==> config.mk <==
export PLATFORM = sky130hd
export DESIGN_NAME = fifo_in_ctrl_flat
export DESIGN_NICKNAME = d
export VERILOG_FILES = /design/src/rtl/fifo_in_ctrl_if.sv /design/src/rtl/fifo_in_ctrl.sv /design/src/flat_wrapper.sv
export SDC_FILE = /design/constraint.sdc
export NUM_CORES = 1
export LEC_CHECK = 0
export CORE_AREA = 2 2 122 124
export CTS_CLUSTER_SIZE = 20
export DETAILED_ROUTE_END_ITERATION = 7
export DIE_AREA = 0 0 124 126
export DONT_BUFFER_PORTS = 1
export PLACE_DENSITY = 0.51
export SLEW_MARGIN = 25
export SYNTH_ARGS = -nofsm -noshare
export SYNTH_HDL_FRONTEND = slang
export SYNTH_SLANG_ARGS = --single-unit
==> constraint.sdc <==
create_clock -name clk -period 2.36 [get_ports clk]
set_clock_uncertainty 0.15 [all_clocks]
set_input_delay 0.236 -clock clk [delete_from_list [all_inputs] [get_ports clk]]
set_output_delay 0.236 -clock clk [all_outputs]
set_load 0.005 [all_outputs]
==> src/rtl/fifo_in_ctrl_if.sv <==
// fifo_in_ctrl_if: requester/bank-side signal bundle for the FIFO_IN controller.
//   master : the requester plus register bank. It drives wr_en, rd_en and
//            bank_q, and observes the bank strobes, read data, flags and acks.
//   slave  : the controller (fifo_in_ctrl).
// Signals:
//   wr_en, rd_en       requests for this cycle
//   bank_q             flattened bank outputs; entry k at [WIDTH*k +: WIDTH]
//   bank_en            one-hot bank write enable (combinational)
//   bank_reset_n       bank reset, active low
//   rd_data            registered read data
//   full, empty, count occupancy state
//   wr_ack/wr_err      outcome of the previous cycle's write request
//   rd_ack/rd_err      outcome of the previous cycle's read request
//   almost_full/_empty present only when FIFO_IN_CTRL_ALMOST_EN is defined
interface fifo_in_ctrl_if #(
  parameter int unsigned WIDTH = 32,
  parameter int unsigned DEPTH = 8
);
  logic                     wr_en;
  logic                     rd_en;
  logic [WIDTH*DEPTH-1:0]   bank_q;
  logic [DEPTH-1:0]         bank_en;
  logic                     bank_reset_n;
  logic [WIDTH-1:0]         rd_data;
  logic                     full;
  logic                     empty;
  logic [3:0]               count;
  logic                     wr_ack;
  logic                     wr_err;
  logic                     rd_ack;
  logic                     rd_err;
`ifdef FIFO_IN_CTRL_ALMOST_EN
  logic                     almost_full;
  logic                     almost_empty;
`endif

  modport master (
    output wr_en, rd_en, bank_q,
    input  bank_en, bank_reset_n, rd_data, full, empty, count,
           wr_ack, wr_err, rd_ack, rd_err
`ifdef FIFO_IN_CTRL_ALMOST_EN
    , input almost_full, almost_empty
`endif
  );

  modport slave (
    input  wr_en, rd_en, bank_q,
    output bank_en, bank_reset_n, rd_data, full, empty, count,
           wr_ack, wr_err, rd_ack, rd_err
`ifdef FIFO_IN_CTRL_ALMOST_EN
    , output almost_full, almost_empty
`endif
  );
endinterface

==> src/rtl/fifo_in_ctrl.sv <==
// fifo_in_ctrl: controller for the 8-entry FIFO_IN register bank.
// Drives a one-hot bank write strobe from a circular tail pointer, reads the
// bank word at the head pointer through a registered mux, tracks occupancy
// and reports last-cycle request outcomes from a small state register.
// Ports:
//   clk    rising-edge clock
//   reset  synchronous, active-high
//   bus    fifo_in_ctrl_if.slave (requests, bank data/strobes, flags, acks)
// Parameters: WIDTH (entry width, default 32), DEPTH (must be 8).
// Optional: define FIFO_IN_CTRL_ALMOST_EN to add almost_full (count>=7) and
// almost_empty (count<=1).
module fifo_in_ctrl #(
  parameter int unsigned WIDTH = 32,
  parameter int unsigned DEPTH = 8
) (
  input  logic           clk,
  input  logic           reset,
  fifo_in_ctrl_if.slave  bus
);

  localparam logic [2:0] IDLE     = 3'd0;
  localparam logic [2:0] WRITE    = 3'd1;
  localparam logic [2:0] WR_ERR   = 3'd2;
  localparam logic [2:0] READ     = 3'd3;
  localparam logic [2:0] RD_ERR   = 3'd4;
  localparam logic [2:0] RW       = 3'd5;
  localparam logic [2:0] WR_RDERR = 3'd6;

  logic [2:0]       head;
  logic [2:0]       tail;
  logic [3:0]       count;
  logic [2:0]       state;
  logic [2:0]       state_nxt;
  logic [WIDTH-1:0] rd_data_q;
  logic [WIDTH-1:0] head_word;
  logic [7:0]       bank_en;
  logic             full;
  logic             empty;
  logic             do_wr;
  logic             do_rd;

  assign full  = (count == 4'd8);
  assign empty = (count == 4'd0);

  // A read frees a slot in the same cycle, so a write at full is still
  // accepted when paired with an accepted read.
  assign do_rd = bus.rd_en & ~empty;
  assign do_wr = bus.wr_en & (~full | do_rd);

  always_comb begin
    bank_en = '0;
    if (do_wr && !reset)
      bank_en = 8'd1 << tail;
  end

  always_comb begin
    head_word = '0;
    for (int unsigned k = 0; k < 8; k++)
      if (head == k[2:0])
        head_word = bus.bank_q[k*WIDTH +: WIDTH];
  end

  // Outcome depends only on the requests and the registered flags; full and
  // empty are never both set, so the both-requested branch is unambiguous.
  always_comb begin
    state_nxt = IDLE;
    case ({bus.wr_en, bus.rd_en})
      2'b10:   state_nxt = full  ? WR_ERR   : WRITE;
      2'b01:   state_nxt = empty ? RD_ERR   : READ;
      2'b11:   state_nxt = empty ? WR_RDERR : RW;
      default: state_nxt = IDLE;
    endcase
  end

  always_ff @(posedge clk) begin
    if (reset) begin
      head      <= '0;
      tail      <= '0;
      count     <= '0;
      rd_data_q <= '0;
      state     <= IDLE;
    end else begin
      state <= state_nxt;
      if (do_wr)
        tail <= tail + 3'd1;
      if (do_rd) begin
        head      <= head + 3'd1;
        rd_data_q <= head_word;
      end
      case ({do_wr, do_rd})
        2'b10:   count <= count + 4'd1;
        2'b01:   count <= count - 4'd1;
        default: count <= count;
      endcase
    end
  end

  assign bus.bank_en      = bank_en;
  assign bus.bank_reset_n = ~reset;
  assign bus.rd_data      = rd_data_q;
  assign bus.full         = full;
  assign bus.empty        = empty;
  assign bus.count        = count;
  assign bus.wr_ack       = (state == WRITE) || (state == RW) || (state == WR_RDERR);
  assign bus.wr_err       = (state == WR_ERR);
  assign bus.rd_ack       = (state == READ) || (state == RW);
  assign bus.rd_err       = (state == RD_ERR) || (state == WR_RDERR);
`ifdef FIFO_IN_CTRL_ALMOST_EN
  assign bus.almost_full  = (count >= 4'd7);
  assign bus.almost_empty = (count <= 4'd1);
`endif

endmodule
==> src/flat_wrapper.sv <==
// flat-port wrapper written by rule: the top's interface ports become plain ports
module fifo_in_ctrl_flat 
#(
  parameter int unsigned WIDTH = 32,
  parameter int unsigned DEPTH = 8
)
  (clk, reset, bus_wr_en, bus_rd_en, bus_bank_q, bus_bank_en, bus_bank_reset_n, bus_rd_data, bus_full, bus_empty, bus_count, bus_wr_ack, bus_wr_err, bus_rd_ack, bus_rd_err);
  fifo_in_ctrl_if #(.WIDTH(WIDTH), .DEPTH(DEPTH)) bus_i ();
  input  logic clk;
  input  logic reset;
  input wire logic [$bits(bus_i.wr_en)-1:0] bus_wr_en;
  input wire logic [$bits(bus_i.rd_en)-1:0] bus_rd_en;
  input wire logic [$bits(bus_i.bank_q)-1:0] bus_bank_q;
  output wire logic [$bits(bus_i.bank_en)-1:0] bus_bank_en;
  output wire logic [$bits(bus_i.bank_reset_n)-1:0] bus_bank_reset_n;
  output wire logic [$bits(bus_i.rd_data)-1:0] bus_rd_data;
  output wire logic [$bits(bus_i.full)-1:0] bus_full;
  output wire logic [$bits(bus_i.empty)-1:0] bus_empty;
  output wire logic [$bits(bus_i.count)-1:0] bus_count;
  output wire logic [$bits(bus_i.wr_ack)-1:0] bus_wr_ack;
  output wire logic [$bits(bus_i.wr_err)-1:0] bus_wr_err;
  output wire logic [$bits(bus_i.rd_ack)-1:0] bus_rd_ack;
  output wire logic [$bits(bus_i.rd_err)-1:0] bus_rd_err;
  assign bus_i.wr_en = bus_wr_en;
  assign bus_i.rd_en = bus_rd_en;
  assign bus_i.bank_q = bus_bank_q;
  assign bus_bank_en = bus_i.bank_en;
  assign bus_bank_reset_n = bus_i.bank_reset_n;
  assign bus_rd_data = bus_i.rd_data;
  assign bus_full = bus_i.full;
  assign bus_empty = bus_i.empty;
  assign bus_count = bus_i.count;
  assign bus_wr_ack = bus_i.wr_ack;
  assign bus_wr_err = bus_i.wr_err;
  assign bus_rd_ack = bus_i.rd_ack;
  assign bus_rd_err = bus_i.rd_err;
  fifo_in_ctrl #(.WIDTH(WIDTH), .DEPTH(DEPTH)) u_core (.clk(clk), .reset(reset), .bus(bus_i));
endmodule
* Word-level counts from Yosys, hierarchy flattened
Index checks and enable logic that the tools add are counted.
** Operators by class
- Reduce and logical (&&, ||, !) cells :: 9
- Div/mod/pow operators :: 0
- Magnitude comparators :: 0
- Multiply operators :: 0
- Shift operators :: 1
- $add $sub $neg :: 4
- Equal/unequal tests :: 19
- Bitwise logic cells :: 6
- Multiplexer cells :: 14
** Operators with widths (count)
- two-way mux 32 bit :: 8
- equality test 3 bit, second input constant :: 7
- equality test 3 x 2 -> 1 bit, second input constant :: 4
- one-hot mux 3 bit (3 select lines) :: 1
- two-way mux 8 bit :: 1
- one-hot mux 4 bit (2 select lines) :: 1
- << shifter 1 x 3 -> 8 bit, first input constant :: 1
- adder 3 x 1 -> 3 bit, second input constant :: 2
- equality test 2 bit, second input constant :: 3
- equality test 3 x 1 -> 1 bit, second input constant :: 2
- adder 4 x 1 -> 4 bit, second input constant :: 1
- equality test 2 x 1 -> 1 bit, second input constant :: 2
- equality test 4 bit, second input constant :: 1
- logical NOT 4 bit :: 1
- logical OR 1 bit :: 4
- two-way mux 2 bit :: 2
- subtractor 4 x 1 -> 4 bit, second input constant :: 1
- logical NOT 3 bit :: 1
- two-way mux 3 bit :: 1
- inverter 1 bit :: 3
- AND 1 bit :: 2
- nonzero test 2 bit :: 1
- logical AND 1 bit :: 1
- logical NOT 1 bit :: 1
- bitwise OR 1 bit :: 1
** Storage, ports and cells
- Memories :: 0
- Output and inout port bits :: 51
- Bits in read-only memories :: 0
- Word-level logic and storage cells :: 58
- RAM bits :: 0
- Register bits after elaboration :: 45
- Latch bits :: 0
- Bits of input ports :: 260

* Depth between registers and ports, before layout
Gate-level depths: netlist of run 1.
- Depth in word-level cells :: 9
- Gate-level depth with buffers :: 10
- Gate-level depth less buffers :: 7

* Least setup slack after synthesis of run 1
Ideal clock, no wire load.
- Kind :: reg-to-reg
- Start :: register u_core.head[2]
- End :: register u_core.rd_data_q[6] (netlist: u_core.bus.rd_data[6])
- Arrival time :: 1951 ps
- Setup time :: 134 ps
- Slack :: 125 ps
- Buffers on the path :: 4
- Data required time :: 2076 ps
- Stages on the path, launching flop included :: 11
- Clock period less this slack :: 2235 ps
- Path through :: dfxtp_1 inv_1 clkbuf_1 ha_1 clkbuf_1 or2_1 clkbuf_1 clkbuf_1 a21oi_1 a221oi_1 o22ai_1
** Between the ends
- Cells in the longest elaborated chain, start to end :: 9
- Elaborated cells on any way between the ends :: 16
- Those cells by class :: 7 x eq/ne; 8 x mux; 1 x reduce/logical
** Ends and longest elaborated chain
- start, declared :: RTL line fifo_in_ctrl.sv:29 : logic [2:0] head;
- start signal, assigned :: RTL line fifo_in_ctrl.sv:87 : head <= head + 3'd1;
- logical NOT 3 bit :: RTL line fifo_in_ctrl.sv:59 : if (head == k[2:0])
- two-way mux 32 bit (7 in a row) :: RTL line fifo_in_ctrl.sv:59
- two-way mux 32 bit (*) :: RTL line fifo_in_ctrl.sv:59
- end signal, assigned :: RTL line fifo_in_ctrl.sv:88 : rd_data_q <= head_word;
- end, declared :: RTL line fifo_in_ctrl.sv:34 : logic [WIDTH-1:0] rd_data_q;
Mark *: on every way between the ends. The rest lies on a longest branch, timed or not.
A chain may end at the register's enable or synchronous reset.

* Worst setup path in the final report of run 1
- Start :: register u_core.head[0]
- End :: register u_core.rd_data_q[8] (netlist: u_core.bus.rd_data[8])
Same word-level chain as after synthesis.

==> flow_metrics.env, run 1 <==
export IMPL_yosysWarnings=0
export IMPL_fp_row_count=44
export IMPL_drive_gt1_share_pct=8.12
export IMPL_hpwl_um=14100
export IMPL_core_area_um2=14300
export IMPL_status="completed"
export IMPL_cts_clk_slew_worst_paths_ns=0.07
export IMPL_synth_seq_area_share_pct=18.9
export IMPL_dieArea_um2=15600
export IMPL_setup_viol_count_final=0
export IMPL_r2r_slack_ns=0.14
export IMPL_clockPowerShare_pct=13.5
export IMPL_setup_tns_ns=0
export IMPL_via_count=5400
export IMPL_timing_rr_end="u_core.bus.rd_data[8]"
export IMPL_yosys_top_cells_count="a21oi_1 (127), inv_1 (71), o211ai_1 (63), clkbuf_1 (61), nor2_1 (46)"
export IMPL_cts_made_buffers=5
export IMPL_num_nets_final=937
export IMPL_async_flop_share_pct=0
export IMPL_clock_tree_buffer_depth=2
export IMPL_power_internal_mw=3.10
export IMPL_root_buffer="clkbuf_16"
export IMPL_synth_top_cell_area_share_pct=18.9
export IMPL_start_util_pct=33.4
export IMPL_viasPerCell=6.36
export IMPL_grt_use_total_pct=24.3
export IMPL_cts_tree="built"
export IMPL_tightest_slew_ns=0.503
export IMPL_cts_sinks=45
export IMPL_min_delay_start="bus_bank_q[231]"
export IMPL_synth_cell_types=42
export IMPL_rsz0062_at_grt="false"
export IMPL_r2r_start="u_core.head[0]"
export IMPL_powerDensity_nw_per_um2=1100
export IMPL_worst_hold_slack_ns=0.0229
export IMPL_synth_compound_area_share_pct=44.8
export IMPL_syn_to_final_growth_pct=10.0
export IMPL_netlist_instances=703
export IMPL_fin_cells=849
export IMPL_crit_required_ns=2.42
export IMPL_grt_max_degree=44
export IMPL_grt_overflow=0
export IMPL_wl_um=19800
export IMPL_p_sw_share_pct=46.1
export IMPL_synth_top_family_by_area="compound AO/OA/AOI/OAI gates"
export IMPL_antenna_cells=0
export IMPL_syn_nets=976
export IMPL_finalMaxSlewViolations=0
export IMPL_cp_data_arrival_time_ns=2.29
export IMPL_crit_fanout=32
export IMPL_htree_levels=2
export IMPL_syn_area_per_cell_um2=6.80
export IMPL_critPathKind="reg2reg"
export IMPL_antenna_found_initial=0
export IMPL_die_x_um=124
export IMPL_ir_drop_v=0.000372
export IMPL_port_buffers=0
export IMPL_synthAdderAreaFrac_pct=3.40
export IMPL_min_path_cells=2
export IMPL_max_slew_margin_pct=66.5
export IMPL_route_detailed_drc=0
export IMPL_finalCritPeriodShare_pct=94.1
export IMPL_crit_path_start_kind="flop"
export IMPL_synth_simple_gate_area_share_pct=17.5
export IMPL_finalPower_mw=5.76
export IMPL_synth_main_ff_cell="dfxtp_1"
export IMPL_final_antenna_net_count=0
export IMPL_synth_seq_cells=45
export IMPL_wl_per_cell_um=23.4
export IMPL_clk_latency_ns=0.30
export IMPL_synth_most_common_cell="a21oi_1"
export IMPL_post_route_min_period_ns=2.22
export IMPL_p_switching_mw=2.66
export IMPL_synthMuxAreaShare_pct=1.81
export IMPL_worst_hold_path_endpoint="u_core.bus.rd_data[7]"
export IMPL_place_congestion=0.959
export IMPL_synth_edf_count=0
export IMPL_fp_dieH_um=126
export IMPL_grt_pass1_wl_um=29500
export IMPL_sequentialPowerShare_pct=22.0
export IMPL_grt_pass1_vias=5390
export IMPL_drv_cap=0
export IMPL_post_place_cells=836
export IMPL_end_kind="flop"
export IMPL_leakage_nw=1.90
export IMPL_reg2regPathDepth=7
export IMPL_drt_iter0_drc=374
export IMPL_synth_area_um2=4780
export IMPL_clock_fmax_mhz=450
export IMPL_hold_violations=0
export IMPL_synth_xor_area_share_pct=0.733
export IMPL_combPwrFrac_pct=64.5
export IMPL_ys_top_cells_by_area="dfxtp_1 (19%), a21oi_1 (13%), o211ai_1 (9.9%)"
export IMPL_dr_pass1_iters=5
export IMPL_ios=311
export IMPL_yosysTopAreaCell="dfxtp_1"
export IMPL_hp_class="in2reg"
==> placed cells by master (no fill, tap or decap), drive strengths merged, types with 2 or more instances in the layout <==
master / Yosys / routed
a21oi: 128 / 128
inv: 71 / 71
o211ai: 63 / 63
nor2: 46 / 46
dfxtp: 45 / 45
nor2b: 37 / 37
o21ai: 37 / 37
buf: 22 / 35
a211oi: 34 / 34
a221oi: 31 / 31
nand3b: 31 / 31
a22oi: 30 / 30
ha: 13 / 13
nand2: 11 / 11
and3: 7 / 7
clkbuf: 61 / 7
and2: 4 / 4
mux2i: 4 / 4
nor3: 3 / 3
nor3b: 3 / 3
mux2: 3 / 3
xor2: 2 / 2
nand3: 2 / 2
a31oi: 2 / 2
xnor2: 2 / 2
dlygate4sd3: 0 / 2
==> sequential cells by signal, summed over array words and instances (netlist names) <==
register	cells
u_core.bus.count	4
u_core.bus.rd_data	32
u_core.head	3
u_core.state	3
u_core.tail	3
==> per-layer routing <==
layer  share of wire, %  global-route usage (%)  vias to the layer above
li1                   -                       -                     2486
met1                 40                    29.9                     2560
met2                 49                    41.3                      319
met3                9.0                    5.71                       35
met4                2.4                    8.00                        0
met5                  0                       0                        -
==> power by group through the flow <==
stage | combinational (mW) | clock, mW | sequential [mW]
global placement | 3.57 | 0 | 1.28
floorplan | 2.82 | 0 | 1.16
detailed placement | 3.65 | 0 | 1.28
CTS | 3.68 | 0.806 | 1.27
global route | 4.15 | 0.834 | 1.29
finish | 3.72 | 0.780 | 1.26
==> worst max-delay path, stage by stage, from the launching register on <==
cell	delay, ns
dfxtp_1	0.37
ha_1	0.25
ha_1	0.19
or2_1	0.24
buf_12	0.19
a221oi_1	0.35
o211ai_1	0.16
a211oi_1	0.23
==> how the worst max path moves through the flow <==
stage                     cells past startpoint           startpoint                     end
after CTS                                     5  u_core.bus.count[0]          bus_bank_en[2]
after floorplan                              10       u_core.head[2]   u_core.bus.rd_data[6]
after global placement                        7       u_core.head[0]   u_core.bus.rd_data[8]
after detailed placement                      7       u_core.head[0]   u_core.bus.rd_data[8]
after global routing                          7       u_core.head[0]  u_core.bus.rd_data[17]
final                                         7       u_core.head[0]   u_core.bus.rd_data[8]
==> layout make-up <==
cell class,instances,area [um^2]
clock buffer,7,153
sequential,45,902
tap,184,230
timing repair buffer,37,403
clock inverter,1,5.00
fill,1547,9060
multi-input combinational,504,3300
inverter,71,267
==> stage by stage <==
stage / area, um^2 / util (%) / setup WS, ns
final: 5260 / 36.7 / 0.138
after global routing: 5260 / 36.7 / 0.00629
after CTS: 5230 / 36.5 / 0.0547
after detailed placement: 5030 / 35.1 / 0.112
after global placement: 5030 / 35.1 / 0.143
after floorplan: 4780 / - / 0.125
==> cells by family (layout without fill, tap and decap cells) <==
family,after synthesis,in the layout
mux,7,7
simple gates,149,149
fa+ha+maj,13,13
buf+inv,154,116
compound gates,331,331
flops,45,45
xor+xnor,4,4
==> what timing repair did <==
action | 4_1_cts | 5_1_grt
gates resized for setup | 0 | 1
buffers inserted | 0 | 2
hold buffers | 3 | 0
hold endpoints to repair | 44 | 0
endpoints found under the setup margin | 0 | 12
Note: power is estimated with default switching activity, not from simulation.
==> run 2: changes to the inputs <==
--- a/config.mk
+++ b/config.mk
@@ -5,12 +5,15 @@
 export SDC_FILE = /design/constraint.sdc
 export NUM_CORES = 1
 export LEC_CHECK = 0
+export ABC_AREA = 1
 export CORE_AREA = 2 2 122 124
 export CTS_CLUSTER_SIZE = 20
 export DETAILED_ROUTE_END_ITERATION = 7
 export DIE_AREA = 0 0 124 126
 export DONT_BUFFER_PORTS = 1
-export PLACE_DENSITY = 0.51
+export PLACE_DENSITY = 0.56
+export SETUP_SLACK_MARGIN = 0.3
+export SKIP_LAST_GASP = 1
 export SLEW_MARGIN = 25
 export SYNTH_ARGS = -nofsm -noshare
 export SYNTH_HDL_FRONTEND = slang
==> run 2 against run 1 <==
Against the previous run: the run now ends with negative hold slack left; wire length decreased by 3.0%; global-route usage decreased by 1.4 points; critical path type unchanged; sequential share of layout area decreased by 2.0 points; highest routed layer unchanged; area after synthesis increased by 13%; power decreased by 5.7%; worst hold slack got worse by 0.16 ns; synthesized cell count increased by 54%.
==> flow_metrics.env, run 2 <==
export IMPL_worst_hold_path_endpoint="u_core.bus.rd_data[5]"
export IMPL_ios=311
export IMPL_dr_pass1_iters=4
export IMPL_hpwl_um=14300
export IMPL_synthMuxAreaShare_pct=0
export IMPL_cp_data_arrival_time_ns=2.02
export IMPL_ir_drop_v=0.000384
export IMPL_yosysWarnings=0
export IMPL_min_path_cells=1
export IMPL_port_buffers=0
export IMPL_cts_made_buffers=5
export IMPL_htree_levels=2
export IMPL_synth_most_common_cell="nand2_1"
export IMPL_syn_to_final_growth_pct=11.1
export IMPL_grt_max_degree=70
export IMPL_synthAdderAreaFrac_pct=3.00
export IMPL_synth_main_ff_cell="dfxtp_1"
export IMPL_fp_row_count=44
export IMPL_min_delay_start="reset"
export IMPL_rsz0062_at_grt="true"
export IMPL_crit_required_ns=2.43
export IMPL_start_util_pct=37.9
export IMPL_setup_tns_ns=0
export IMPL_yosys_top_cells_count="nand2_1 (456), inv_1 (138), nor2_1 (138), nand3_1 (67), dfxtp_1 (45)"
export IMPL_place_congestion=0.829
export IMPL_grt_use_total_pct=22.9
export IMPL_via_count=6002
export IMPL_grt_pass1_wl_um=28000
export IMPL_synth_compound_area_share_pct=8.26
export IMPL_post_route_min_period_ns=1.96
export IMPL_worst_path_stages=15
export IMPL_synth_top_family_by_area="simple AND/OR/NAND/NOR gates"
export IMPL_wl_per_cell_um=15.5
export IMPL_drt_iter0_drc=344
export IMPL_core_area_um2=14300
export IMPL_powerDensity_nw_per_um2=902
export IMPL_synth_top_cell_area_share_pct=31.6
export IMPL_viasPerCell=4.84
export IMPL_clk_latency_ns=0.28
export IMPL_ys_top_cells_by_area="nand2_1 (32%), dfxtp_1 (17%), inv_1 (9.6%)"
export IMPL_antenna_cells=0
export IMPL_crit_top_cell="nand2_1"
export IMPL_critPathTopFamily="simple AND/OR/NAND/NOR gates"
export IMPL_netlist_instances=1081
export IMPL_layout_commonest_cell="nand2_1"
export IMPL_multi_input_comb_area_um2=3710
export IMPL_leakage_nw=3.33
export IMPL_r2r_slack_ns=0.40
export IMPL_cts_clk_slew_worst_paths_ns=0.07
export IMPL_syn_nets=1354
export IMPL_hp_class="in2reg"
export IMPL_tightest_slew_ns=0.420
export IMPL_crit_fanout=16
export IMPL_clock_fmax_mhz=511
export IMPL_grt_pass1_vias=5494
export IMPL_critPathKind="reg2reg"
export IMPL_crit_path_start_kind="flop"
export IMPL_synth_cell_types=27
export IMPL_synth_seq_area_share_pct=16.6
export IMPL_drive_gt1_share_pct=13.0
export IMPL_path_cells="inv_4, ha_4, inv_2, nor2_4, clkbuf_16, nand3_1, nand2_1, nand2_1, nand2_1, nand2_1, nand2_1, nand2_1, nand2_1, nand2_1, a21oi_1"
export IMPL_cts_hold_buf=3
export IMPL_hold_violations=33
export IMPL_fin_ws_ns=0.405
export IMPL_setup_viol_count_final=0
export IMPL_reg2regPathDepth=15
export IMPL_end_kind="flop"
export IMPL_worst_hold_slack_ns=-0.137
export IMPL_largest_reg_flops=32
export IMPL_grt_overflow=0
export IMPL_clock_tree_buffer_depth=2
export IMPL_cts_tree="built"
export IMPL_most_common_layout_cells="nand2_1 (440), nor2_1 (138), inv_1 (134)"
export IMPL_slowest_stage="dfxtp_4"
export IMPL_synth_edf_count=0
export IMPL_final_antenna_net_count=0
export IMPL_fp_dieH_um=126
export IMPL_root_buffer="clkbuf_16"
export IMPL_fin_cells=1239
export IMPL_cp_buffers_inverters=3
export IMPL_fillers=1659
export IMPL_finalCritPeriodShare_pct=82.8
export IMPL_timing_rr_end="u_core.bus.rd_data[0]"
export IMPL_synth_seq_cells=45
export IMPL_synth_area_um2=5420
export IMPL_slowest_delay_ns=0.36
export IMPL_num_nets_final=1328
export IMPL_violations="negative hold slack"
export IMPL_antenna_found_initial=0
export IMPL_route_detailed_drc=0
export IMPL_synth_xor_area_share_pct=0.162
export IMPL_post_place_cells=1221
export IMPL_wl_um=19300
export IMPL_finalMaxSlewViolations=0
export IMPL_drv_cap=0
export IMPL_die_x_um=124
export IMPL_yosysTopAreaCell="nand2_1"
export IMPL_place_ws_ns=0.260
export IMPL_synth_simple_gate_area_share_pct=54.0
export IMPL_async_flop_share_pct=0
export IMPL_dieArea_um2=15600
export IMPL_max_slew_margin_pct=72.0
export IMPL_syn_area_per_cell_um2=5.02
export IMPL_status="complete, but fails checks"
export IMPL_regArea_um2=913
export IMPL_r2r_start="u_core.head[0]"
export IMPL_cts_sinks=45
-- run 2: cell count changes in the layout (fill, tap and decap cells not counted), moves of 20 or more --
cell      change
nand2_1     +429
or2_2        +33
a221oi_1     -31
nand3b_1     -31
a211oi_1     -33
nor2b_1      -37
a21oi_1      -91
o211ai_1     -63
inv_1        +63
nor2_1       +92
o21ai_1      +23
nand2_2      +20
nand3_1      +65
a22oi_1      -30
-- run 2: layout make-up --
class	instances	area share (%)
Multi-Input combinational cell	819	61.5
Sequential cell	45	15.2
Inverter	155	10.1
Timing Repair Buffer	28	6.60
Tap cell	184	3.82
Clock buffer	5	2.08
Clock inverter	2	0.581
Timing Repair inverter	1	0.145
-- run 2: worst max-delay path by stage --
stage | startpoint | end | slack [ns]
finish | u_core.head[0] | u_core.bus.rd_data[0] | 0.40
global route | u_core.head[0] | u_core.bus.rd_data[31] | 0.24
floorplan | u_core.head[2] | u_core.bus.rd_data[12] | 0.38
detailed placement | u_core.head[2] | u_core.bus.rd_data[30] | 0.26
CTS | u_core.head[0] | u_core.bus.rd_data[1] | 0.30
global placement | u_core.head[2] | u_core.bus.rd_data[30] | 0.29
-- run 2: power by group --
| part | total, mW | leakage, nW | switching (mW) | internal, mW |
|---|---|---|---|---|
| Sequential | 1.13 | 0.371 | 0.177 | 0.950 |
| Combinational | 3.52 | 2.88 | 2.24 | 1.28 |
| Clock | 0.790 | 0.0797 | 0.298 | 0.492 |
| Total | 5.43 | 3.33 | 2.71 | 2.72 |
-- run 2: metrics by stage --
| stage | instance area (um^2) | power (mW) | hold slack [ns] | util, % |
|---|---|---|---|---|
| 3_5_place_dp | 5530 | 4.36 | 0.162 | 38.6 |
| 3_3_place_gp | 5530 | 4.34 | 0.159 | 38.6 |
| 2_1_floorplan | 5420 | 3.58 | 0.222 | - |
| 4_1_cts | 5740 | 5.21 | -0.146 | 40.1 |
| 5_1_grt | 6030 | 6.07 | -0.153 | 42.1 |
| 6_report | 6030 | 5.43 | -0.137 | 42.1 |
-- run 2: worst register-to-register path, cell delays in order (launching register included) --
cell       delay [ns]
dfxtp_4          0.36
inv_4            0.08
ha_4             0.15
inv_2            0.04
nor2_4           0.20
clkbuf_16        0.22
nand3_1          0.07
nand2_1          0.08
nand2_1          0.08
nand2_1          0.09
nand2_1          0.05
nand2_1          0.06
nand2_1          0.06
nand2_1          0.05
nand2_1          0.04
a21oi_1          0.10
-- run 2: timing repair --
action,in CTS,in global routing
gates resized for setup,3,61
pin swaps,2,14
endpoints found under the setup margin,17,41
buffers inserted,1,2
gates cloned,1,4
endpoints found under the hold margin,36,33
-- run 2: kinds of logic after synthesis --
logic type | Yosys count
simple gates | 715
buf+inv | 218
compound gates | 89
flops | 45
fa+ha+maj | 13
xor+xnor | 1
-- run 2: routing by layer --
| metal | vias to the layer above | track usage [%] | wire length (um) |
|---|---|---|---|
| li1 | 3162 | - | - |
| met1 | 2551 | 26.3 | 7410 |
| met2 | 263 | 40.9 | 9420 |
| met3 | 26 | 7.11 | 2030 |
| met4 | 0 | 5.42 | 401 |
| met5 | - | 0 | 0 |
==> run 3: changes to the inputs <==
==> constraint.sdc (replaced) <==
create_clock -name clk -period 1.7 [get_ports clk]
set_clock_uncertainty 0.15 [all_clocks]
set_input_delay 0.17 -clock clk [delete_from_list [all_inputs] [get_ports clk]]
set_output_delay 0.17 -clock clk [all_outputs]
set_load 0.005 [all_outputs]
==> run 3 against run 2 <==
Against the previous run: the run ends with negative hold slack, negative setup slack left; register-to-register slack worse by 0.67 ns; wire length up 11%; cell count is 6.0% higher; setup slack got worse by 0.67 ns; sequential share of layout area is 2.3 points lower; clock power up 32%; flip-flop and latch count did not move; design area is 19% higher; power rose by 67%; critical path type unchanged.
==> flow_metrics.env, run 3 (same netlist as run 2, synthesis figures left out) <==
export IMPL_start_util_pct=37.9
export IMPL_most_common_layout_cells="nand2_1 (418), nor2_1 (136), inv_1 (131)"
export IMPL_ir_drop_v=0.000496
export IMPL_post_route_min_period_ns=1.97
export IMPL_end_kind="flop"
export IMPL_hpwl_um=15300
export IMPL_grt_pass1_vias=6084
export IMPL_setup_viol_count_final=46
export IMPL_finalPower_mw=9.08
export IMPL_max_slew_margin_pct=79.1
export IMPL_antenna_found_initial=1
export IMPL_grt_pass1_wl_um=31200
export IMPL_post_place_cells=1258
export IMPL_syn_to_final_growth_pct=32.6
export IMPL_cp_data_arrival_time_ns=2.01
export IMPL_finalMaxSlewViolations=0
export IMPL_drt_iter0_drc=285
export IMPL_cts_clk_slew_worst_paths_ns=0.07
export IMPL_crit_fanout=7
export IMPL_violations="negative hold slack, negative setup slack"
export IMPL_fin_ws_ns=-0.266
export IMPL_via_count=6386
export IMPL_leakage_nw=3.89
export IMPL_post_dp_cell_area_um2=5960
export IMPL_wl_um=21400
export IMPL_htree_levels=2
export IMPL_port_buffers=0
export IMPL_hp_class="in2reg"
export IMPL_finalCritPeriodShare_pct=116
export IMPL_place_congestion=0.828
export IMPL_die_x_um=124
export IMPL_layout_commonest_cell="nand2_1"
export IMPL_core_area_um2=14300
export IMPL_place_ws_ns=-0.267
export IMPL_root_buffer="clkbuf_16"
export IMPL_setup_tns_ns=-8.45
export IMPL_viasPerCell=4.86
export IMPL_cts_sinks=45
export IMPL_grt_use_total_pct=25.9
export IMPL_post_route_util_pct=50.2
export IMPL_cts_made_buffers=5
export IMPL_wl_per_cell_um=16.3
export IMPL_worst_hold_slack_ns=-0.214
export IMPL_rsz0062_at_grt="true"
export IMPL_critPathKind="reg2reg"
export IMPL_grt_overflow=0
export IMPL_final_antenna_net_count=0
export IMPL_tightest_slew_ns=0.313
export IMPL_fp_dieH_um=126
export IMPL_ios=311
export IMPL_dieArea_um2=15600
export IMPL_cts_hold_buf=3
export IMPL_powerDensity_nw_per_um2=1260
export IMPL_status="complete, but fails checks"
export IMPL_final_area_um2=7190
export IMPL_clk_latency_ns=0.29
export IMPL_drv_cap=0
export IMPL_crit_required_ns=1.75
export IMPL_grt_max_degree=42
export IMPL_drive_gt1_share_pct=23.8
export IMPL_route_detailed_drc=0
export IMPL_largest_reg_flops=32
export IMPL_clock_tree_buffer_depth=2
export IMPL_num_nets_final=1400
export IMPL_cts_tree="built"
export IMPL_crit_path_start_kind="flop"
export IMPL_hold_violations=35
export IMPL_clock_fmax_mhz=509
export IMPL_fp_row_count=44
export IMPL_dr_pass1_iters=5
export IMPL_fin_cells=1313
## run 3: changes by cell type in the layout (fill, tap and decap cells not counted), sizes merged
cell / before / now
buf: 23 / 95
bufbuf: 0 / 1
bufinv: 1 / 0
clkbuf: 7 / 8
diode: 0 / 1
## run 3: final timing paths
kind | depth (start not counted) | slack, ns | endpoint | start
worst max-delay path | 18 | -0.27 | u_core.bus.rd_data[6] | u_core.head[0]
worst min-delay path | 1 | -0.21 | u_core.bus.rd_data[6] | reset
worst max register to register | 18 | -0.27 | u_core.bus.rd_data[6] | u_core.head[0]
worst min register to register | 2 | 0.32 | u_core.bus.rd_data[24] | u_core.bus.rd_data[24]
## run 3: cell type report
| class | instances | area, um^2 |
|---|---|---|
| fillers | 1515 | 7120 |
| multi-input cells | 819 | 3960 |
| repair buffers | 101 | 1320 |
| flip-flops and latches | 45 | 921 |
| inverters | 155 | 604 |
| well taps | 184 | 230 |
| clock buffers | 6 | 139 |
| clock inverters | 2 | 13.8 |
| diodes | 1 | 2.50 |
## run 3: timing repair
item                       in CTS  in global routing
hold endpoints to repair       37                 35
setup buffers                  24                  8
gates resized for setup        69                 84
pin swaps                      35                 47
setup endpoints to repair      51                 55
gates cloned                    9                  2
## run 3: report_power, final
| group | switching (mW) | total [mW] | internal (mW) |
|---|---|---|---|
| Clock | 0.458 | 1.04 | 0.587 |
| Combinational | 3.57 | 6.46 | 2.90 |
| Sequential | 0.252 | 1.58 | 1.32 |
| Total | 4.27 | 9.08 | 4.81 |
## run 3: per-layer routing
metal / up-vias / global-route usage (%) / wire (um)
met3: 27 / 7.65 / 2060
li1: 3323 / - / -
met1: 2795 / 28.2 / 7920
met5: - / 0 / 0
met4: 0 / 5.75 / 375
met2: 241 / 48.8 / 11100
## run 3: worst max-delay path, cell delays in order (launching register included)
cell,delay (ns)
dfxtp_4,0.38
inv_4,0.04
ha_4,0.16
inv_2,0.06
nor2_4,0.04
buf_6,0.12
buf_12,0.12
buf_16,0.14
buf_6,0.12
nand2_4,0.04
nand3_2,0.05
nand2_2,0.09
nand2_1,0.05
nand2_1,0.06
nand2_1,0.05
nand2_1,0.05
nand2_1,0.04
nand2_1,0.05
a21oi_1,0.05
